===== src/rtl/imem_line_responder_pkg.sv =====
// Shared icache definitions: responder state encoding and line geometry helpers.
package imem_line_responder_pkg;

    typedef enum logic [1:0] {
        ST_IDLE    = 2'd0,
        ST_FETCH   = 2'd1,
        ST_RESP    = 2'd2,
        ST_RELEASE = 2'd3
    } state_e;

    function automatic int line_bits(input int block_size, input int num_blocks);
        return 8 * block_size * num_blocks;
    endfunction

    // Number of 32-bit backing-store words that make up one cache line.
    function automatic int line_words(input int block_size, input int num_blocks);
        return line_bits(block_size, num_blocks) / 32;
    endfunction

    function automatic int beat_bits(input int words);
        return (words > 1) ? $clog2(words) : 1;
    endfunction

endpackage


===== src/rtl/imem_line_assembler.sv =====
// Beat counter plus word-insert line register; each read word lands one cycle after its strobe.
module imem_line_assembler
    import imem_line_responder_pkg::*;
#(
    parameter int W      = 2,
    parameter int BEAT_W = 1
) (
    input  logic              clk,
    input  logic              resetn,
    input  logic              clear_i,
    input  logic              strobe_i,
    input  logic [31:0]       rd_data_i,
    output logic [BEAT_W-1:0] beat_o,
    output logic              final_o,
    output logic [32*W-1:0]   line_o
);

    localparam logic [BEAT_W-1:0] LAST_BEAT = BEAT_W'(W - 1);

    logic [BEAT_W-1:0] beat_q;
    logic [BEAT_W-1:0] cap_idx_q;
    logic              cap_vld_q;
    logic [32*W-1:0]   line_q;

    // clear_i drops any capture still in flight, so an aborted word never lands.
    always_ff @(posedge clk or negedge resetn) begin
        if (!resetn) begin
            beat_q    <= '0;
            cap_idx_q <= '0;
            cap_vld_q <= 1'b0;
            line_q    <= '0;
        end else if (clear_i) begin
            beat_q    <= '0;
            cap_vld_q <= 1'b0;
        end else begin
            cap_vld_q <= strobe_i;
            cap_idx_q <= beat_q;
            if (strobe_i && (beat_q != LAST_BEAT)) begin
                beat_q <= beat_q + BEAT_W'(1);
            end
            if (cap_vld_q) begin
                line_q[32*cap_idx_q +: 32] <= rd_data_i;
            end
        end
    end

    assign beat_o  = beat_q;
    assign final_o = cap_vld_q && (cap_idx_q == LAST_BEAT) && !clear_i;
    assign line_o  = line_q;

endmodule


===== src/rtl/imem_line_responder.sv =====
// Instruction-memory line responder: fetches one cache line as W ROM words and answers with a one-cycle ready.
module imem_line_responder
    import imem_line_responder_pkg::*;
#(
    parameter int BLOCK_SIZE = 2,
    parameter int NUM_BLOCKS = 4,
    parameter int MEM_AW     = 16
) (
    input  logic                                clk,
    input  logic                                resetn,
    input  logic                                mem_req_valid,
    output logic                                mem_req_ready,
    input  logic [31:0]                         mem_req_addr,
    output logic [8*BLOCK_SIZE*NUM_BLOCKS-1:0]  mem_req_rdata,
    output logic                                rom_rd_en,
    output logic [MEM_AW-1:0]                   rom_rd_addr,
    input  logic [31:0]                         rom_rd_data
);

    localparam int              LINE_W    = line_bits(BLOCK_SIZE, NUM_BLOCKS);
    localparam int              W         = line_words(BLOCK_SIZE, NUM_BLOCKS);
    localparam int              BEAT_W    = beat_bits(W);
    localparam int              IDX_SHIFT = $clog2(NUM_BLOCKS) + 2;
    localparam logic [31:0]     W_WORD    = 32'(W);
    localparam logic [BEAT_W-1:0] LAST_BEAT = BEAT_W'(W - 1);

    generate
        if (((LINE_W % 32) != 0) || (W < 1)) begin : g_line_w_check
            $error("imem_line_responder: line width must be a non-zero multiple of 32 bits");
        end
    endgenerate

    state_e              state_q;
    logic                ready_q;
    logic                rd_en_q;
    logic [MEM_AW-1:0]   rd_addr_q;

    logic                accept;
    logic                abort;
    logic                strobe;
    logic                final_cap;
    logic [BEAT_W-1:0]   beat;

    assign accept = (state_q == ST_IDLE) && mem_req_valid;
    assign abort  = (state_q == ST_FETCH) && !mem_req_valid;
    assign strobe = rd_en_q && mem_req_valid;

    imem_line_assembler #(
        .W      (W),
        .BEAT_W (BEAT_W)
    ) u_asm (
        .clk       (clk),
        .resetn    (resetn),
        .clear_i   (accept || abort),
        .strobe_i  (strobe),
        .rd_data_i (rom_rd_data),
        .beat_o    (beat),
        .final_o   (final_cap),
        .line_o    (mem_req_rdata)
    );

    // The start address is computed once at acceptance, so later address changes cannot disturb the fetch.
    always_ff @(posedge clk or negedge resetn) begin
        if (!resetn) begin
            state_q   <= ST_IDLE;
            ready_q   <= 1'b0;
            rd_en_q   <= 1'b0;
            rd_addr_q <= '0;
        end else begin
            ready_q <= 1'b0;
            case (state_q)
                ST_IDLE: begin
                    if (mem_req_valid) begin
                        state_q   <= ST_FETCH;
                        rd_en_q   <= 1'b1;
                        rd_addr_q <= MEM_AW'((mem_req_addr >> IDX_SHIFT) * W_WORD);
                    end
                end
                ST_FETCH: begin
                    if (!mem_req_valid) begin
                        state_q <= ST_IDLE;
                        rd_en_q <= 1'b0;
                    end else begin
                        if (rd_en_q) begin
                            if (beat == LAST_BEAT) begin
                                rd_en_q <= 1'b0;
                            end else begin
                                rd_addr_q <= rd_addr_q + MEM_AW'(1);
                            end
                        end
                        if (final_cap) begin
                            state_q <= ST_RESP;
                            ready_q <= 1'b1;
                        end
                    end
                end
                ST_RESP: begin
                    state_q <= ST_RELEASE;
                end
                ST_RELEASE: begin
                    if (!mem_req_valid) begin
                        state_q <= ST_IDLE;
                    end
                end
                default: begin
                    state_q <= ST_IDLE;
                end
            endcase
        end
    end

    assign mem_req_ready = ready_q;
    assign rom_rd_en     = rd_en_q;
    assign rom_rd_addr   = rd_addr_q;

endmodule


===== config.mk =====
export PLATFORM = sky130hd
export DESIGN_NAME = imem_line_responder
export DESIGN_NICKNAME = d
export VERILOG_FILES = /design/src/rtl/imem_line_responder_pkg.sv /design/src/rtl/imem_line_assembler.sv /design/src/rtl/imem_line_responder.sv
export SDC_FILE = /design/constraint.sdc
export NUM_CORES = 1
export LEC_CHECK = 0
export ABC_AREA = 1
export CORE_MARGIN = 2
export CORE_UTILIZATION = 46
export CTS_BUF_LIST = sky130_fd_sc_hd__clkbuf_4 sky130_fd_sc_hd__clkbuf_8
export CTS_CLUSTER_DIAMETER = 60
export CTS_CLUSTER_SIZE = 28
export DETAILED_ROUTE_END_ITERATION = 12
export PLACE_DENSITY = 0.82
export REMOVE_ABC_BUFFERS = 1
export SYNTH_ARGS = -nofsm -noshare
export SYNTH_HDL_FRONTEND = slang
export SYNTH_SLANG_ARGS = --single-unit
export TNS_END_PERCENT = 5

===== constraint.sdc =====
create_clock -name clk -period 1.5 [get_ports clk]
set_input_delay 0.3 -clock clk [delete_from_list [all_inputs] [get_ports clk]]
set_output_delay 0.3 -clock clk [all_outputs]
set_load 0.02 [all_outputs]

==> results of run 1 <==
per-stage QoR:
step | setup slack, ns | util [%]
after floorplan | -0.3329 | -
after global placement | -0.2761 | 65.02
after detailed placement | -0.3525 | 65.02
after CTS | 0.006541 | 66.57
after global routing | -0.05681 | 68.35
final | 0.01750 | 68.35
power by group:
group	total, µW	switching, µW	internal (µW)
sequential	3990	684	3300
combinational	4810	2840	1960
clock	1860	887	970
synth_stat cells, types with 2 or more instances:
| cell | count |
|---|---|
| sky130_fd_sc_hd__nand2_8 | 2 |
| sky130_fd_sc_hd__o22ai_1 | 2 |
| sky130_fd_sc_hd__inv_2 | 3 |
| sky130_fd_sc_hd__nor2_1 | 29 |
| sky130_fd_sc_hd__nand4_1 | 7 |
| sky130_fd_sc_hd__inv_1 | 50 |
| sky130_fd_sc_hd__a21oi_1 | 10 |
| sky130_fd_sc_hd__a31oi_1 | 2 |
| sky130_fd_sc_hd__o21ai_2 | 62 |
| sky130_fd_sc_hd__dfrtp_1 | 87 |
| sky130_fd_sc_hd__o21ai_0 | 14 |
| sky130_fd_sc_hd__o21bai_1 | 2 |
| sky130_fd_sc_hd__o21ai_1 | 2 |
| sky130_fd_sc_hd__nand2_1 | 117 |
| sky130_fd_sc_hd__clkbuf_1 | 3 |
| sky130_fd_sc_hd__buf_6 | 13 |
| sky130_fd_sc_hd__nand3_1 | 17 |
state kept, by name (all words and copies together) (netlist names), named ones only:
signal,cells
mem_req_ready,1
rom_rd_addr,16
rom_rd_en,1
state_q,1
u_asm.beat_o,1
u_asm.cap_idx_q,1
u_asm.cap_vld_q,1
u_asm.line_o,64
path summary, 6_finish.rpt:
| path | start | to | slack [ns] |
|---|---|---|---|
| max reg2reg | state_q[0] | u_asm.line_o[56] | 0.02 |
| max | state_q[0] | u_asm.line_o[56] | 0.02 |
| max in group asynchronous | resetn | u_asm.line_o[55] | 0.52 |
| min | mem_req_valid | state_q[0] | 0.37 |
| min reg2reg | u_asm.line_o[21] | u_asm.line_o[21] | 0.48 |
| min in group asynchronous | resetn | rom_rd_addr[2] | 0.39 |
routing by layer:
layer | vias to the layer above | track usage [%] | routed length, µm
li1 | 1700 | - | -
met1 | 1707 | 27.34 | 4413
met2 | 147 | 35.88 | 5251
met3 | 11 | 7.874 | 1038
met4 | 0 | 5.901 | 111
met5 | - | 0 | 0
what timing repair did:
item / in CTS / in global routing
gates resized for setup: 83 / 28
setup endpoints to repair: 82 / 60
pin swaps: 0 / 5
setup buffers: 0 / 3
endpoints found under the hold margin: 21 / 0
cloned: 0 / 3
hold buffers: 1 / 0
critical path, cell delays in order (launching register included):
cell	delay [ns]
sky130_fd_sc_hd__dfrtp_1	0.38
sky130_fd_sc_hd__inv_2	0.07
sky130_fd_sc_hd__nor2_4	0.14
sky130_fd_sc_hd__inv_2	0.07
sky130_fd_sc_hd__o21ai_4	0.23
sky130_fd_sc_hd__nor2_8	0.08
sky130_fd_sc_hd__nand2_8	0.11
sky130_fd_sc_hd__buf_12	0.17
sky130_fd_sc_hd__nand2_1	0.08
sky130_fd_sc_hd__o21ai_2	0.06
logic make-up after synthesis:
group / after synthesis / share of synthesized area (%)
and+or+nand+nor: 178 / 19.04
AOI/OAI and AO/OA: 96 / 18.03
DFF: 87 / 53.28
buffers and inverters: 70 / 8.910
xor gates and xnor gates: 2 / 0.4287
adders and majority gates: 1 / 0.3061
cell type report:
type                    count  area [µm²]
flip-flops and latches     87        2182
fillers                   683        2746
clock buffers              10       131.4
multi-input cells         277        1595
repair buffers            165        1595
inverters                  53       198.9
clock inverters             6       93.84
well taps                 108       135.1
==> flow_summary.yaml, run 1 <==
cells_and_area:
  antenna_cells: 0
  finish.net_count: 661
  areaGrowthSynthToFinish_pct: 45.16
  commonest_cells_after_routing_fill_and_taps_aside: "106 x sky130_fd_sc_hd__nand2_1, 83 x sky130_fd_sc_hd__dfrtp_1, 79 x sky130_fd_sc_hd__dlygate4sd2_1"
  finalInstanceArea_um2: 5932
  fraction_of_final_layout_cells_sized_beyond_drive_strength_1_pct: 24.25
  stdcell_count: 706
  most_frequent_standard_cell_in_the_layout_excluding_fill_and_tap_cells: "sky130_fd_sc_hd__nand2_1"
clocking:
  clkTransAtPathRegs_ns: 0.09
  clock_tree.htree_level_count: 3
  clock_path_buffers: 2
  ctsRootBufferMaster: "sky130_fd_sc_hd__clkbuf_8"
  clock-sinks: 87
  cts_tree: "built"
  clk-insertion-delay-late_ns: 0.35
  tritoncts.num_buffers: 9
detailed_routing:
  viasPerCell: 5.050
  drt_pre_antenna_iters: 4
  route.detailed.drc: 0
  detailroute.via_count: 3565
  antenna_violating_nets_post_route: 0
  detail_route.wirelength_um: 10820
  routedWlPerCell_um: 15.32
  drtIter0Drc: 128
synthesis:
  synth-async-reset-ratio_pct: 100.0
  netlist_instances: 434
  synth_cell_types: 29
  syn_avg_cell_area_um2: 9.416
  yosysTopAreaCellShare_pct: 53.28
  synth-main-ff-cell: "sky130_fd_sc_hd__dfrtp_1"
  synth_seq_cells: 87
  synth_seq_area_share_pct: 53.28
  synthesis.area_um2: 4086
  synth_top_cell_by_area: "sky130_fd_sc_hd__dfrtp_1"
  count_of_flip_flops_with_a_built_in_enable_after_synthesis: 0
  yosys_warnings: 0
  ys_top_cells_by_area: "sky130_fd_sc_hd__dfrtp_1 53%, sky130_fd_sc_hd__o21ai_2 13%, sky130_fd_sc_hd__nand2_1 11%, sky130_fd_sc_hd__inv_1 4.6%, sky130_fd_sc_hd__buf_6 3.6%"
timing:
  tightestPinTransition_ns: 0.3588
  final-max-slew-violation-count: 0
  post_route_skew_ns: 0.007905
  rsz0062_at_grt: "yes"
  min_period_over_period_pct: 98.83
  min_period_ns: 1.482
  setup_violations: 0
  holdWs_ns: 0.3736
  maxSlewHeadroom_pct: 76.08
  clock.fmax_mhz: 674.5
  fin_setup_tns_ns: 0
  timing_hold_violations_final: 0
min_path:
  min-delay-path-class: "input pin to flip-flop"
  holdPathStages: 3
floorplanning:
  placementRows: 34
  fp.dieArea_um2: 9653
  die_w_um: 98.25
  floorplan.io_pins: 149
  initial_utilization_pct: 47.09
  core_area_um2: 8678
  die_height_um: 98.25
run:
  cap_viol_max_count: 0
global_routing:
  grtUsageTotal_pct: 21.76
  initial_antenna_violation_count: 0
  overflow: 0
  first_global_vias: 3507
  grt_start_max_net_pins: 42
  grt_pass1_wl_um: 16790
power_and_ir_drop:
  cellPowerDensity_nw_per_um2: 1796
  ir_worst_vdd_v: 0.001009
  leakage_component_of_the_power_uw: 0.003065
  total_power_uw: 10650
critical_path:
  kind_of_start_point_of_the_critical_path: "flip-flop"
  critical_path.max_fanout: 17
  cp.arrival_ns: 1.76
  criticalPathCategory: "flip-flop to flip-flop"
  end_kind: "flip-flop"
  r2r_worst_path_depth: 9
  worst-endpoint-required_ns: 1.78
placement:
  detailed_place.area_um2: 5643
  placement.io_buffers: 131
  gp_routability_congestion: 0.8080
  detailed_place_hpwl_um: 7496
  placedCellCount: 683
run_status:
  status: "complete, no violations"
No activity file was read; power rests on OpenSTA's default activity.
==> run 2: changes to the inputs <==
--- a/config.mk
+++ b/config.mk
@@ -12,7 +12,8 @@
 export CTS_CLUSTER_DIAMETER = 60
 export CTS_CLUSTER_SIZE = 28
 export DETAILED_ROUTE_END_ITERATION = 12
-export PLACE_DENSITY = 0.82
+export HOLD_SLACK_MARGIN = 0.12
+export PLACE_DENSITY = 0.85
 export REMOVE_ABC_BUFFERS = 1
 export SYNTH_ARGS = -nofsm -noshare
 export SYNTH_HDL_FRONTEND = slang
==> flow_summary.yaml, run 2 (synthesis gave the netlist of run 1 again) <==
placement:
  placement.io_buffers: 131
  detailed_place_hpwl_um: 7244
  gp_routability_congestion: 0.8965
clocking:
  clock_tree.htree_level_count: 3
  tritoncts.num_buffers: 9
  cts_tree: "built"
  clk-insertion-delay-late_ns: 0.36
  clock-sinks: 87
  clkTransAtPathRegs_ns: 0.10
  clock_path_buffers: 2
  ctsRootBufferMaster: "sky130_fd_sc_hd__clkbuf_8"
power_and_ir_drop:
  switching_share_pct: 42.15
  combPwrFrac_pct: 45.1
  pwr-share-seq_pct: 38.0
  internal-power_uw: 6027
  share_clk_of_total_power_pct: 16.9
  ir_worst_vdd_v: 0.001044
  power.net_switching_uw: 4390
  leakage_component_of_the_power_uw: 0.002999
  cellPowerDensity_nw_per_um2: 1797
detailed_routing:
  routedWlPerCell_um: 14.55
  detailroute.via_count: 3506
  drt_pre_antenna_iters: 4
  antenna_violating_nets_post_route: 0
  viasPerCell: 5.037
  route.detailed.drc: 0
  detail_route.wirelength_um: 10130
  drtIter0Drc: 120
timing:
  final-max-slew-violation-count: 0
  fin_setup_tns_ns: 0
  tightestPinTransition_ns: 0.4690
  maxSlewHeadroom_pct: 68.74
  holdWs_ns: 0.3495
  setup_violations: 0
  rsz0062_at_grt: "yes"
  post_route_skew_ns: 0.01081
  min_period_over_period_pct: 98.71
  clock.fmax_mhz: 675.4
  min_period_ns: 1.481
  timing_hold_violations_final: 0
global_routing:
  overflow: 0
  grt_pass1_wl_um: 16710
  grt_start_max_net_pins: 88
  grtUsageTotal_pct: 21.39
  initial_antenna_violation_count: 0
  first_global_vias: 3595
critical_path:
  cp.buffers_inverters: 1
  critical_path.max_fanout: 7
  criticalPathCategory: "flip-flop to output pin"
  setup.reg_to_reg.worst_slack_ns: 0.03
  cp.arrival_ns: 1.18
  worst-endpoint-required_ns: 1.20
  critical-path-max-stage-delay_ns: 0.46
  worst_path_dominant_cell_family: "flip-flops"
  path_cells: "dlygate4sd2_1"
  r2r_worst_path_depth: 8
  worst_r2r_startpoint: "rom_rd_addr[0]"
  kind_of_start_point_of_the_critical_path: "flip-flop"
  crit_cells: 1
  worst_r2r_endpoint: "rom_rd_addr[15]"
  slowest_stage: "sky130_fd_sc_hd__dfrtp_1"
  end_kind: "output pin"
cells_and_area:
  utilization_pct: 66.81
  most_frequent_standard_cell_in_the_layout_excluding_fill_and_tap_cells: "sky130_fd_sc_hd__nand2_1"
  flip_flop_count_of_the_largest_register_all_copies_and_words_added: 64
  finish.net_count: 651
  final.fill_count: 704
  fraction_of_final_layout_cells_sized_beyond_drive_strength_1_pct: 21.09
  commonest_cells_after_routing_fill_and_taps_aside: "114 x sky130_fd_sc_hd__nand2_1, 84 x sky130_fd_sc_hd__dfrtp_1, 80 x sky130_fd_sc_hd__dlygate4sd2_1"
  areaGrowthSynthToFinish_pct: 41.89
  antenna_cells: 0
run_status:
  status: "complete, no violations"
min_path:
  min-delay-path-class: "input pin to flip-flop"
  hold_path.startpoint: "mem_req_valid"
  min_to: "state_q[0]"
  holdPathStages: 3
run:
  cap_viol_max_count: 0
floorplanning:
  die_height_um: 98.25
  die_w_um: 98.25
  fp.dieArea_um2: 9653
  placementRows: 34
  floorplan.io_pins: 149
  core_area_um2: 8678
  initial_utilization_pct: 47.09
## run 2: cell types whose count changed in the layout (fill, tap and decap cells not counted), sizes merged
cell and change:
buf -7, bufinv -1, clkbuf -4, clkinv -1, dlygate4sd2 +1, inv +2
## run 2: through the flow
stage / instance area, µm² / worst slack (ns) / std cells / power, µW
after floorplan: 3921 / -0.3329 / 417 / 6645
after global placement: 5618 / -0.2518 / 678 / 9163
after detailed placement: 5618 / -0.3168 / 678 / 9367
after CTS: 5746 / 0.005704 / 695 / 10440
after global routing: 5798 / -0.03035 / 696 / 11080
final: 5798 / 0.01933 / 696 / 10420
## run 2: cell type report
| cell class | count | area, µm² | area share (%) |
|---|---|---|---|
| sequential | 87 | 2181 | 37.61 |
| multi-input combinational | 277 | 1565 | 27.00 |
| timing repair buffer | 155 | 1505 | 25.96 |
| inverter | 53 | 198.9 | 3.431 |
| clock buffer | 10 | 137.6 | 2.374 |
| tap | 108 | 135.1 | 2.331 |
| clock inverter | 6 | 75.07 | 1.295 |
## run 2: worst max-delay path by stage
| stage | startpoint | end | slack (ns) |
|---|---|---|---|
| after detailed placement | mem_req_valid | rom_rd_addr[2] | -0.32 |
| after CTS | rom_rd_addr[0] | rom_rd_addr[0] | 0.006 |
| after global routing | flip-flop | rom_rd_addr[5] | -0.03 |
| after global placement | mem_req_valid | rom_rd_addr[9] | -0.25 |
| final | rom_rd_addr[2] | rom_rd_addr[2] | 0.02 |
| after floorplan | flip-flop | u_asm.line_o[32] | -0.33 |
## run 2: power groups by stage
| stage | logic (µW) | clock network (µW) | registers, µW |
|---|---|---|---|
| after floorplan | 1540 | 0 | 5110 |
| after global placement | 5200 | 0 | 3960 |
| after detailed placement | 5360 | 0 | 4010 |
| after CTS | 4710 | 1780 | 3950 |
| after global routing | 5090 | 1880 | 4100 |
| final | 4700 | 1760 | 3960 |
## run 2: metal layers
layer	wire (µm)	GRT usage, %	vias up
li1	-	-	1688
met1	4008	26.50	1666
met2	4903	35.04	140
met3	1063	7.445	12
met4	153	7.482	0
met5	0	0	-
## run 2: worst reg2reg max path, stage by stage, from the launching register on
cell,delay [ns]
sky130_fd_sc_hd__dfrtp_1,0.42
sky130_fd_sc_hd__buf_4,0.14
sky130_fd_sc_hd__nand2_1,0.05
sky130_fd_sc_hd__nor2_1,0.27
sky130_fd_sc_hd__nand2_1,0.11
sky130_fd_sc_hd__o21ai_0,0.17
sky130_fd_sc_hd__nand3_1,0.09
sky130_fd_sc_hd__nand2_1,0.07
sky130_fd_sc_hd__nand2_1,0.05
## run 2: timing repair
action                                 in CTS  in global routing
setup buffers                               0                  0
pin swaps                                   0                  1
endpoints found under the hold margin      87                  0
gates cloned                                0                  1
setup endpoints to repair                  85                 29
hold buffers                                1                  0
resized for setup                          85                 14
==> run 3: changes to the inputs <==
--- a/config.mk
+++ b/config.mk
@@ -6,6 +6,7 @@
 export NUM_CORES = 1
 export LEC_CHECK = 0
 export ABC_AREA = 1
+export CAP_MARGIN = 5
 export CORE_MARGIN = 2
 export CORE_UTILIZATION = 46
 export CTS_BUF_LIST = sky130_fd_sc_hd__clkbuf_4 sky130_fd_sc_hd__clkbuf_8
==> results of run 3 <==
The final DEF is identical to that of run 2; final timing and power are the same.
